**src/rtl/muldiv_pkg.sv**
```systemverilog
// Shared definitions for the RV32M multiply/divide sequencer: state encoding,
// M-extension funct3 values, ALU control codes and the iteration count.
package muldiv_pkg;

  localparam int unsigned NumIter = 32;

  typedef enum logic [2:0] {
    StIdle,
    StNegA,
    StNegB,
    StMulStep,
    StDivCmp,
    StDivSub,
    StFixSign,
    StDone
  } state_e;

  localparam logic [2:0] F3Mul  = 3'b000;
  localparam logic [2:0] F3Div  = 3'b100;
  localparam logic [2:0] F3Divu = 3'b101;
  localparam logic [2:0] F3Rem  = 3'b110;
  localparam logic [2:0] F3Remu = 3'b111;

  localparam logic [5:0] ALU_CTRL_ADD  = 6'b000000;
  localparam logic [5:0] ALU_CTRL_SUB  = 6'b001000;
  localparam logic [5:0] ALU_CTRL_SLTU = 6'b000011;

  // MUL plus the four divide/remainder codes (all have funct3[2] set).
  function automatic logic f3_supported(input logic [2:0] f3);
    return (f3 == F3Mul) || f3[2];
  endfunction

endpackage

```
**src/rtl/muldiv_sequencer.sv**
```systemverilog
// Multi-cycle RV32M MUL/DIV/DIVU/REM/REMU controller that borrows the
// execute-stage ALU. Shift-add multiply, restoring divide.
// Optional build macro: MULDIV_MUL_EARLY_EXIT_EN ends MUL once the remaining
// multiplier bits are all zero.
module muldiv_sequencer
  import muldiv_pkg::*;
#(
  parameter int unsigned XLEN = 32
) (
  input  logic            clock,
  input  logic            reset,
  input  logic            start,
  input  logic [2:0]      funct3,
  input  logic [XLEN-1:0] rs1,
  input  logic [XLEN-1:0] rs2,
  output logic            busy,
  output logic            done,
  output logic [XLEN-1:0] result,
  output logic [5:0]      alu_control,
  output logic [XLEN-1:0] alu_op_a,
  output logic [XLEN-1:0] alu_op_b,
  input  logic [XLEN-1:0] alu_result
);

  state_e state_q, state_d;
  // a: multiplicand / dividend-then-quotient; b: multiplier / divisor;
  // acc: product accumulator / partial remainder.
  logic [XLEN-1:0] a_q, a_d, b_q, b_d, acc_q, acc_d, result_q, result_d;
  logic [2:0]      f3_q, f3_d;
  logic [5:0]      cnt_q, cnt_d;
  logic            ge_q, ge_d, sa_q, sa_d, sb_q, sb_d;

  logic [XLEN-1:0] rprime, fix_val;
  logic            ge, neg, last;

  // State and datapath registers, synchronous reset.
  always_ff @(posedge clock) begin
    if (reset) begin
      state_q  <= StIdle;
      a_q      <= '0;
      b_q      <= '0;
      acc_q    <= '0;
      result_q <= '0;
      f3_q     <= '0;
      cnt_q    <= '0;
      ge_q     <= 1'b0;
      sa_q     <= 1'b0;
      sb_q     <= 1'b0;
    end else begin
      state_q  <= state_d;
      a_q      <= a_d;
      b_q      <= b_d;
      acc_q    <= acc_d;
      result_q <= result_d;
      f3_q     <= f3_d;
      cnt_q    <= cnt_d;
      ge_q     <= ge_d;
      sa_q     <= sa_d;
      sb_q     <= sb_d;
    end
  end

  // Next-state, datapath updates and ALU drives.
  always_comb begin
    state_d     = state_q;
    a_d         = a_q;
    b_d         = b_q;
    acc_d       = acc_q;
    result_d    = result_q;
    f3_d        = f3_q;
    cnt_d       = cnt_q;
    ge_d        = ge_q;
    sa_d        = sa_q;
    sb_d        = sb_q;
    alu_control = ALU_CTRL_ADD;
    alu_op_a    = '0;
    alu_op_b    = '0;
    rprime      = '0;
    fix_val     = '0;
    ge          = 1'b0;
    neg         = 1'b0;
    last        = 1'b0;

    unique case (state_q)
      StIdle: begin
        if (start) begin
          f3_d  = funct3;
          a_d   = rs1;
          b_d   = rs2;
          acc_d = '0;
          cnt_d = '0;
          ge_d  = 1'b0;
          sa_d  = rs1[XLEN-1];
          sb_d  = rs2[XLEN-1];
          if (!f3_supported(funct3)) begin
            state_d  = StDone;
            result_d = '0;
          end else if (funct3[2] && (rs2 == '0)) begin
            // Divide by zero: quotient all ones, remainder is the dividend.
            state_d  = StDone;
            result_d = funct3[1] ? rs1 : '1;
`ifdef MULDIV_MUL_EARLY_EXIT_EN
          end else if ((funct3 == F3Mul) && (rs2 == '0)) begin
            state_d  = StDone;
            result_d = '0;
`endif
          end else if (funct3 == F3Mul) begin
            state_d = StMulStep;
          end else if (funct3[0]) begin
            state_d = StDivCmp;
          end else begin
            state_d = StNegA;
          end
        end
      end

      StNegA: begin
        alu_control = ALU_CTRL_SUB;
        alu_op_b    = a_q;
        if (a_q[XLEN-1]) a_d = alu_result;
        state_d = StNegB;
      end

      StNegB: begin
        alu_control = ALU_CTRL_SUB;
        alu_op_b    = b_q;
        if (b_q[XLEN-1]) b_d = alu_result;
        state_d = StDivCmp;
      end

      StMulStep: begin
        alu_control = ALU_CTRL_ADD;
        alu_op_a    = acc_q;
        alu_op_b    = a_q;
        if (b_q[0]) acc_d = alu_result;
        a_d   = a_q << 1;
        b_d   = b_q >> 1;
        cnt_d = cnt_q + 6'd1;
        last  = (cnt_q == 6'(NumIter - 1));
`ifdef MULDIV_MUL_EARLY_EXIT_EN
        last  = last || ((b_q >> 1) == '0);
`endif
        if (last) begin
          state_d  = StDone;
          result_d = acc_d;
        end
      end

      StDivCmp: begin
        // Shift one dividend bit into the remainder; rem[31] is the implied
        // 33rd bit, so when set the shifted value always exceeds the divisor.
        rprime      = {acc_q[XLEN-2:0], a_q[XLEN-1]};
        alu_control = ALU_CTRL_SLTU;
        alu_op_a    = rprime;
        alu_op_b    = b_q;
        ge          = acc_q[XLEN-1] | ~alu_result[0];
        acc_d       = rprime;
        a_d         = {a_q[XLEN-2:0], ge};
        ge_d        = ge;
        state_d     = StDivSub;
      end

      StDivSub: begin
        alu_control = ALU_CTRL_SUB;
        alu_op_a    = acc_q;
        alu_op_b    = b_q;
        if (ge_q) acc_d = alu_result;
        cnt_d = cnt_q + 6'd1;
        if (cnt_q == 6'(NumIter - 1)) begin
          if (!f3_q[0]) begin
            state_d = StFixSign;
          end else begin
            state_d  = StDone;
            result_d = f3_q[1] ? acc_d : a_q;
          end
        end else begin
          state_d = StDivCmp;
        end
      end

      StFixSign: begin
        fix_val     = f3_q[1] ? acc_q : a_q;
        neg         = f3_q[1] ? sa_q : (sa_q ^ sb_q);
        alu_control = ALU_CTRL_SUB;
        alu_op_b    = fix_val;
        result_d    = neg ? alu_result : fix_val;
        state_d     = StDone;
      end

      StDone: begin
        state_d = StIdle;
      end

      default: begin
        state_d = StIdle;
      end
    endcase
  end

  assign busy   = (state_q != StIdle);
  assign done   = (state_q == StDone);
  assign result = result_q;

endmodule
```
**config.mk**
```make
export PLATFORM = sky130hd
export DESIGN_NAME = muldiv_sequencer
export DESIGN_NICKNAME = d
export VERILOG_FILES = /design/src/rtl/muldiv_pkg.sv /design/src/rtl/muldiv_sequencer.sv
export SDC_FILE = /design/constraint.sdc
export NUM_CORES = 1
export LEC_CHECK = 0
export CELL_PAD_IN_SITES_DETAIL_PLACEMENT = 0
export CELL_PAD_IN_SITES_GLOBAL_PLACEMENT = 1
export CORE_MARGIN = 8
export CORE_UTILIZATION = 25
export DETAILED_ROUTE_END_ITERATION = 16
export GPL_TIMING_DRIVEN = 1
export PLACE_DENSITY = 0.6
export SYNTH_ARGS = -nofsm -noshare
export SYNTH_HDL_FRONTEND = slang
export SYNTH_SLANG_ARGS = --single-unit
```
**constraint.sdc**
```tcl
create_clock -name clock -period 2.8 [get_ports clock]
set_clock_uncertainty 0.15 [all_clocks]
set_input_delay 0.56 -clock clock [delete_from_list [all_inputs] [get_ports clock]]
set_output_delay 0.56 -clock clock [all_outputs]
set_load 0.05 [all_outputs]
```
After elaboration in Yosys (flattened, before gate mapping) --
Index checks and enable logic that the tools add are counted.
Cells by class: muxes and demuxes 38, equal/unequal tests 15, multipliers 0, div/mod/pow operators 0, bitwise logic cells 3, shifts and indexed selects 0, add/subtract/negate cells 1, order comparisons 0, reductions and logical operators 26
Operator list (number):
- 32-bit two-way mux | 17
- 32-bit case mux with 4 select lines | 3
- 32-bit case mux with 3 select lines | 2
- 32-bit case mux with 2 select lines | 1
- 32-bit zero test | 1
- 3-bit case mux with 8 select lines | 1
- 3-bit two-way mux | 7
- 2-bit AND reduction | 7
- 3-bit == test, second input constant | 4
- 2-bit != test, second input constant | 6
- 6-bit case mux with 2 select lines | 1
- 4-bit nonzero test | 3
- 4-bit case mux with 2 select lines | 1
- 6-bit by 1-bit adder with 6-bit output, second input constant | 1
- 3-bit by 2-bit == test with 1-bit output, second input constant | 2
- 6-bit by 5-bit == test with 1-bit output, second input constant | 1
- 3-bit zero test | 2
- 6-bit two-way mux | 1
- 3-bit AND reduction | 2
- 6-bit AND reduction | 1
- 3-bit nonzero test | 2
- 2-bit nonzero test | 2
- 2-bit OR reduction | 2
- 4-bit OR reduction | 1
- 10 further kinds | 12
Storage, ports and cells: RAM bits 0, bits in read-only memories 0, memories kept 0, register bits after elaboration 142, latch bits 0, logic and storage cells 95

Logic depth before layout (Yosys ltp) --
Gate-level depths: netlist of run 1.
word-level depth 6, mapped depth 12, mapped depth without buffers 9

Worst setup path after synthesis of run 1 --
OpenSTA, ideal clock, no wires.
path type register to output, start point register state_q[0], end point output alu_op_b[10], slack -0.145 ns, data arrival time 2.235 ns, stages on the path, launching flop included 9, required time 2.090 ns, cell sequence dfxtp_1 > inv_1 > ha_1 > clkbuf_1 > nor2_1 > a21oi_1 > buf_2 > a21oi_1 > o21ai_1
On the way: longest elaborated chain between the ends 3, elaborated cells on any way between the ends 9, those cells by class 6 x eq/ne; 1 x mux; 2 x reduce/logical
RTL lines:
- start, declared | line muldiv_sequencer.sv:25 | state_e state_q, state_d;
- start signal, assigned | line muldiv_sequencer.sv:39 | state_q <= StIdle;
- start signal, assigned | line muldiv_sequencer.sv:50 | state_q <= state_d;
- 3-bit == test, or another cell as far along | line muldiv_sequencer.sv:84 | unique case (state_q)
- 3-bit OR reduction (no source line) / 2-bit OR reduction (equally long branches)
- 32-bit case mux with 3 select lines * | line muldiv_sequencer.sv:84
- end, declared | line muldiv_sequencer.sv:21 | output logic [XLEN-1:0] alu_op_b,
Mark *: on every way between the ends. The rest lies on a longest branch, timed or not.

Final worst setup path of run 1 --
start point register state_q[0], end point output alu_op_b[4]
Same word-level chain as after synthesis.

==> impl_metrics.env, run 1 <==
export IMPL_status="finished, violations left"
export IMPL_violations="setup timing"
export IMPL_cts_root_buffer="clkbuf_16"
export IMPL_crit_path_cell_trace="buf_6 -> ha_4 -> nor2_4 -> a21oi_4 -> buf_12 -> buf_4 -> buf_8 -> a21oi_4 -> o21ai_4 -> buf_12"
export IMPL_fmaxAchievable_ghz=0.3382
export IMPL_final_cell_mix="nor2_1 (216), nand2_1 (138), dfxtp_1 (136), clkdlybuf4s50_1 (132), buf_4 (111)"
export IMPL_layout_cells_most_common="nor2_1"
export IMPL_syn2layout_area_growth_pct=51.67
export IMPL_grt_pass1_wl_um=75960
export IMPL_x_dimension_of_the_die_um=216.6
export IMPL_grt_max_degree=65
export IMPL_crit_slowest_cell="dfxtp_4"
export IMPL_placedCellCount=2012
export IMPL_core_rowCount=73
export IMPL_synth_top_area_cell="dfxtp_1"
export IMPL_mapped_cell_area_mm2=0.01006
export IMPL_yosys_top_cells_area="dfxtp_1 (28%), mux2i_1 (9.1%), nor2_1 (8.7%), a222oi_1 (7.0%), nand2_1 (5.8%)"
export IMPL_synthXorXnorAreaFrac_pct=0.2736
export IMPL_initial_util_pct=25.33
export IMPL_cts_inserted_buffers=17
export IMPL_setup_worst_path_start="state_q[0]"
export IMPL_worst_slack_ns=-0.1571
export IMPL_final_layout_size_suffix_gt1_share_pct=25.66
export IMPL_gp_congestion=0.8785
export IMPL_synth_warning_count=0
export IMPL_power_density_mw_per_mm2=1071
export IMPL_totalWireLength_um=53210
export IMPL_synth_top_family_by_area="compound AO/OA/AOI/OAI gates"
export IMPL_post_route_drc_count=0
export IMPL_synth_enable_flop_cells=0
export IMPL_report_final_slew_viol_count=0
export IMPL_pre_cts_ws_ns=-0.7175
export IMPL_synth_fa_ha_area_share_pct=0.7461
export IMPL_sequential_cell_area_mm2=0.002860
export IMPL_netlist_area_leader_share_pct=28.25
export IMPL_final_period_utilization_pct=105.6
export IMPL_synthDistinctLibCells=62
export IMPL_detail_route_vias_per_cell=5.602
export IMPL_yosys_most_used_dff="dfxtp_1"
export IMPL_setup_crit_path_kind="register to output port"
export IMPL_min_delay_path_class="register to register"
export IMPL_h_tree_depth=4
export IMPL_cp_start_kind="register"
export IMPL_fin_nets=1642
export IMPL_i_o_pins=206
export IMPL_setup_tns_final_ns=-3.072
export IMPL_drtPass1Iterations=10
export IMPL_cp_end_kind="output port"
export IMPL_clock_tree_buffer_depth=2
export IMPL_finalSetupViolations=32
export IMPL_ir_drop_mv=0.7693
export IMPL_total_area_of_multi_input_combinational_cells_mm2=0.007129
export IMPL_period_minus_ws_final_ns=2.957
export IMPL_worst_slew_pin_transition_ns=0.6789
export IMPL_drt_antenna_violating_nets=0
export IMPL_cts_sinks=142
export IMPL_worstHoldStart="cnt_q[1]"
export IMPL_tritoncts="built"
export IMPL_detailed_place_hpwl_um=36210
export IMPL_synth_mux_area_fraction_pct=10.17
export IMPL_finalNonFillerCells=2074
export IMPL_critPathMaxFanout=7
export IMPL_clk_latency_ns=0.45
export IMPL_detailroute_via_count=11619
export IMPL_global_route_overflow_total=0
export IMPL_max_slew_margin_rel_pct=54.74
export IMPL_netlist_instances=1309
export IMPL_timing_rr_start="state_q[1]"
export IMPL_cap_viol_max_count=0
export IMPL_worstPathArrival_ns=2.25
export IMPL_leakage_nw=5.385
export IMPL_filler_cell_count=3993
export IMPL_timing_final_hold_violations=0
export IMPL_post_synth_and_or_nand_nor_area_fraction_pct=19.44
export IMPL_fp_dieArea_mm2=0.04692
export IMPL_portBuffers=202
export IMPL_asyncSetResetFlopFracSynth_pct=0
export IMPL_fp_dieH_um=216.6
export IMPL_grt_antenna_before_repair=3
export IMPL_ys_ff_latch=142
export IMPL_route_detailed_wl_per_inst_um=25.66
export IMPL_syn_mean_instance_area_um2=7.687
export IMPL_total_power_mw=16.34
export IMPL_floorplan_core_area_mm2=0.03973
export IMPL_synth_yosys_seq_area_share_pct=28.25
export IMPL_grt_setup_unrepaired="yes"
export IMPL_grt_util_all_layers_pct=21.19
export IMPL_grt_pass1_vias=10985
export IMPL_largest_stage_delay_on_the_critical_path_ns=0.39
export IMPL_clk_pin_slew_worst_paths_ns=0.07
export IMPL_crit_required_ns=2.09
export IMPL_initialDrtViolationCount=1322
export IMPL_compound_cell_area_share_of_the_yosys_netlist_pct=33.74
==> where the power goes <==
part	switching, mW	total (mW)	internal (mW)
clock	1.02	2.42	1.41
combinational	6.35	10.7	4.32
sequential	0.689	3.24	2.55
total	8.06	16.3	8.28
==> routing by layer <==
layer	vias to the layer above	GRT usage (%)	routed length, um
li1	5392	-	-
met1	5582	30.15	24340
met2	580	31.17	23250
met3	63	4.875	4512
met4	2	6.447	1095
met5	-	0	13
==> cells in the mapped netlist (28+ instances only) <==
master / number
nand2_1: 155
dfxtp_1: 142
clkbuf_1: 60
nor2b_1: 35
a22oi_1: 32
buf_2: 46
a211oi_1: 69
a211oi_2: 28
o221ai_1: 32
mux2i_1: 91
a222oi_1: 70
nor2_1: 233
a21oi_1: 101
==> layout make-up <==
type                       count  area share [%]
inverter                       8          0.2378
clock inverter                13           1.074
clock buffer                  19           2.837
tap                          525           4.304
antenna                        2         0.03279
timing repair buffer         343           26.06
sequential                   142           18.74
multi-input combinational   1022           46.72
==> timing repair <==
item / CTS / global route
gates resized for setup: 46 / 110
setup endpoints to repair: 98 / 71
gates cloned: 3 / 5
pin swaps: 23 / 49
hold buffers: 0 / 0
setup buffers: 6 / 15
==> logic make-up after synthesis <==
| group | Yosys count |
|---|---|
| AND/OR/NAND/NOR | 464 |
| XOR/XNOR | 1 |
| multiplexers | 101 |
| other | 1 |
| AO/OA/AOI/OAI | 447 |
| buffers and inverters | 147 |
| flip-flops | 142 |
| adder cells (fa/ha/maj) | 6 |
==> metrics by stage <==
stage	area, um^2	hold WS [ns]	utilization [%]
finish	15260	0.3403	38.41
global placement	13600	0.3287	34.22
detailed placement	13600	0.3335	34.22
CTS	14510	0.3430	36.51
floorplan	10180	0.3048	-
global route	15260	0.3752	38.41
==> state kept, by name (all words and copies together) (netlist names) <==
register,cells
acc_q,32
sb_q,1
b_q,32
result,32
cnt_q,6
ge_q,1
a_q,32
sa_q,1
state_q,3
f3_q,2
==> worst paths after layout <==
path / endpoint / slack, ns / depth (start not counted)
setup / recovery: alu_op_b[4] / -0.16 / 10
hold / removal: cnt_q[1] / 0.34 / 2
setup reg to reg: result[9] / 0.05 / 10
hold reg to reg: cnt_q[1] / 0.34 / 2
==> critical path: cells and delay by family, from the launching register on <==
family / cells / cell delay (ns)
AO/OA/AOI/OAI: 3 / 0.52
adder cells (fa/ha/maj): 1 / 0.17
AND/OR/NAND/NOR: 1 / 0.06
buffers and inverters: 5 / 0.65
flip-flops: 1 / 0.39
(Power assumes the default switching activity.)
==> inputs of run 2 (changes only) <==
CAP_MARGIN = 20   (was default)
TNS_END_PERCENT = 100   (was default)
==> results of run 2 <==
Final layout, timing and power as in run 1 (identical DEF).
==> RTL change, RTL diff (settings of run 1) <==
Compare `cnt_q` against `6'(NumIter - 1)` with >= in place of ==.
--- a/src/rtl/muldiv_sequencer.sv
+++ b/src/rtl/muldiv_sequencer.sv
@@ -166,7 +166,7 @@
         alu_op_b    = b_q;
         if (ge_q) acc_d = alu_result;
         cnt_d = cnt_q + 6'd1;
-        if (cnt_q == 6'(NumIter - 1)) begin
+        if (cnt_q >= 6'(NumIter - 1)) begin
           if (!f3_q[0]) begin
             state_d = StFixSign;
           end else begin
Formal check against the unedited RTL: same outputs for any inputs over 4 cycles, from zero or initial values and one cycle with reset high; that may be too few to reach the edited logic, so the function may still have changed.
==> RTL change against run 1 <==
Area after synthesis is 0.77% lower. Power rose by 18%. Critical path type unchanged. The run still ends with negative setup slack left. Critical endpoint is now alu_op_b[9]. Highest routed layer unchanged. Worst setup slack got worse by 0.024 ns. Sequential cell count unchanged. Cell area increased by 0.29%. Wire length increased by 0.86%. First-iteration DRC count is 3.0% higher. Non-clock buffer count is 18 higher.
==> RTL change: results (changes against run 1) <==
Status
Outcome: finished, violations left (unchanged). Violations in the final reports: negative setup slack (unchanged).

Critical path
The worst flop-to-flop path endpoint is a_q[5]$_SDFFE_PP0P_ (was result[9]$_SDFFE_PP0P_). The cell depth of the worst flop-to-flop path was 11 (was 10). The largest driver fanout on the critical path is 5 (was 7). The start of the worst register-to-register path is state_q[0]$_SDFFE_PP0P_ (was state_q[1]$_SDFFE_PP0P_). The critical path data arrival time is 2.27 ns (was 2.25 ns).

Global route
The met2 usage in global routing is 37.1% (was 31.2%). The met3 demand-to-capacity share in global routing is 3.34% (was 4.87%). The number of antenna violations at the first check in global routing is 1 (was 3). The wire length of the first global-routing pass is 76.5 mm (was 76.0 mm). The met1 demand-to-capacity share in global routing came to 25.7% (was 30.2%).

Detailed routing
The sum of routed wire segments on met1 is 21.6 mm (was 24.3 mm). The total wire length after detailed routing is 53.7 mm (was 53.2 mm). The first-iteration detailed-routing DRC count is 1,362 (was 1,322). The via-per-instance ratio was 5.68 (was 5.60). The met2 routed wirelength came to 26.2 mm (was 23.2 mm).

STA
The number of setup violations in the final report is 38 (was 32). The setup slack after layout was -0.181 ns (was -0.157 ns). The remaining max-slew budget at the tightest pin is 46.1% (was 54.7%).

Place
The area of placed instances is 13,600 um^2 (about the same). The global placement routability congestion is 0.915 (was 0.879). The pre-CTS setup slack came to -0.174 ns (was -0.718 ns).

Synthesis
The mux contribution to synthesized area came to 10.5% (was 10.2%). The adder-cell area share of the yosys netlist was 0.752% (was 0.746%). Most instantiated cells after synthesis: sky130_fd_sc_hd__nor2_1 (268), sky130_fd_sc_hd__a21oi_1 (175), sky130_fd_sc_hd__dfxtp_1 (142) (was sky130_fd_sc_hd__nor2_1 (233), sky130_fd_sc_hd__nand2_1 (155), sky130_fd_sc_hd__dfxtp_1 (142)). The post-synthesis cell type count is 51 (was 62).

Cell types with the largest area share after synthesis: sky130_fd_sc_hd__dfxtp_1 (28%), sky130_fd_sc_hd__nor2_1 (10%), sky130_fd_sc_hd__a21oi_1 (8.8%), sky130_fd_sc_hd__mux2i_1 (8.4%), sky130_fd_sc_hd__a222oi_1 (7.8%) (was sky130_fd_sc_hd__dfxtp_1 (28%), sky130_fd_sc_hd__mux2i_1 (9.1%), sky130_fd_sc_hd__nor2_1 (8.7%), sky130_fd_sc_hd__a222oi_1 (7.0%), sky130_fd_sc_hd__nand2_1 (5.8%)).

Power and ir drop
The reported net switching power was 0.00961 W (was 0.00806 W).
RTL change: cell count changes after synthesis, moves of 20 or more:
cell / delta
sky130_fd_sc_hd__a22o_1: +30
sky130_fd_sc_hd__o21ai_0: +20
sky130_fd_sc_hd__nand2_1: -89
sky130_fd_sc_hd__clkbuf_1: +38
sky130_fd_sc_hd__o21ai_1: -22
sky130_fd_sc_hd__a22oi_1: -32
sky130_fd_sc_hd__a21oi_1: +74
sky130_fd_sc_hd__nor2_1: +35
RTL change: kinds of logic after synthesis:
family                   count (synthesis)
AO/OA/AOI/OAI                          497
adder cells (fa/ha/maj)                  6
AND/OR/NAND/NOR                        408
multiplexers                           102
buffers and inverters                  168
flip-flops                             142
other                                    1
XOR/XNOR                                 1
RTL change: power groups by stage:
stage	clock (W)	combinational, W	sequential [W]
2_1_floorplan	0	0.00629	0.00401
3_5_place_dp	0	0.0113	0.00347
6_report	0.00251	0.0134	0.00347
3_3_place_gp	0	0.0112	0.00347
5_1_grt	0.00263	0.0141	0.00355
4_1_cts	0.00255	0.0127	0.00345
RTL change: worst register-to-register path: cells and delay by family, from the launching register on:
family                     cells  cell delay [ns]
AOI/OAI and AO/OA              3             1.01
buffers and inverters          4             0.65
DFF                            1             0.40
and+or+nand+nor                3             0.26
adders and majority gates      1             0.20
RTL change: what timing repair did:
| item | in CTS | in global routing |
|---|---|---|
| cloned | 9 | 6 |
| setup buffers | 13 | 6 |
| pin swaps | 20 | 52 |
| endpoints found under the setup margin | 89 | 104 |
| gates resized for setup | 91 | 57 |
| hold endpoints to repair | 0 | 0 |
RTL change: area by class of cell:
class | instances | area, um^2
Clock buffer | 21 | 462
Clock inverter | 10 | 161
Fill cell | 3985 | 24200
Inverter | 8 | 48.8
Multi-Input combinational cell | 1018 | 6960
Sequential cell | 142 | 2860
Tap cell | 525 | 657
Timing Repair Buffer | 361 | 4160
RTL change: worst max path at each step:
stage               slack (ns)                     from                endpoint  cells after the start
detailed placement       -0.17                   rs2[3]  result[0]$_SDFFE_PP0P_                      9
CTS                      -0.22  state_q[0]$_SDFFE_PP0P_            alu_op_b[26]                      9
finish                   -0.18  state_q[0]$_SDFFE_PP0P_             alu_op_b[9]                      9
global route             -0.28  state_q[0]$_SDFFE_PP0P_             alu_op_b[8]                      8
global placement         -0.08                   rs2[3]  result[9]$_SDFFE_PP0P_                      9
floorplan                -0.13  state_q[0]$_SDFFE_PP0P_            alu_op_b[15]                      7
RTL change: through the flow:
step	TNS (ns)	instances	hold slack (ns)	total power, W
CTS	-4.26	2075	0.342	0.0187
finish	-3.83	2085	0.343	0.0193
floorplan	-2.41	1327	0.305	0.0103
detailed placement	-5.15	2022	0.329	0.0148
global route	-9.50	2085	0.371	0.0203
global placement	-1.75	2022	0.325	0.0147
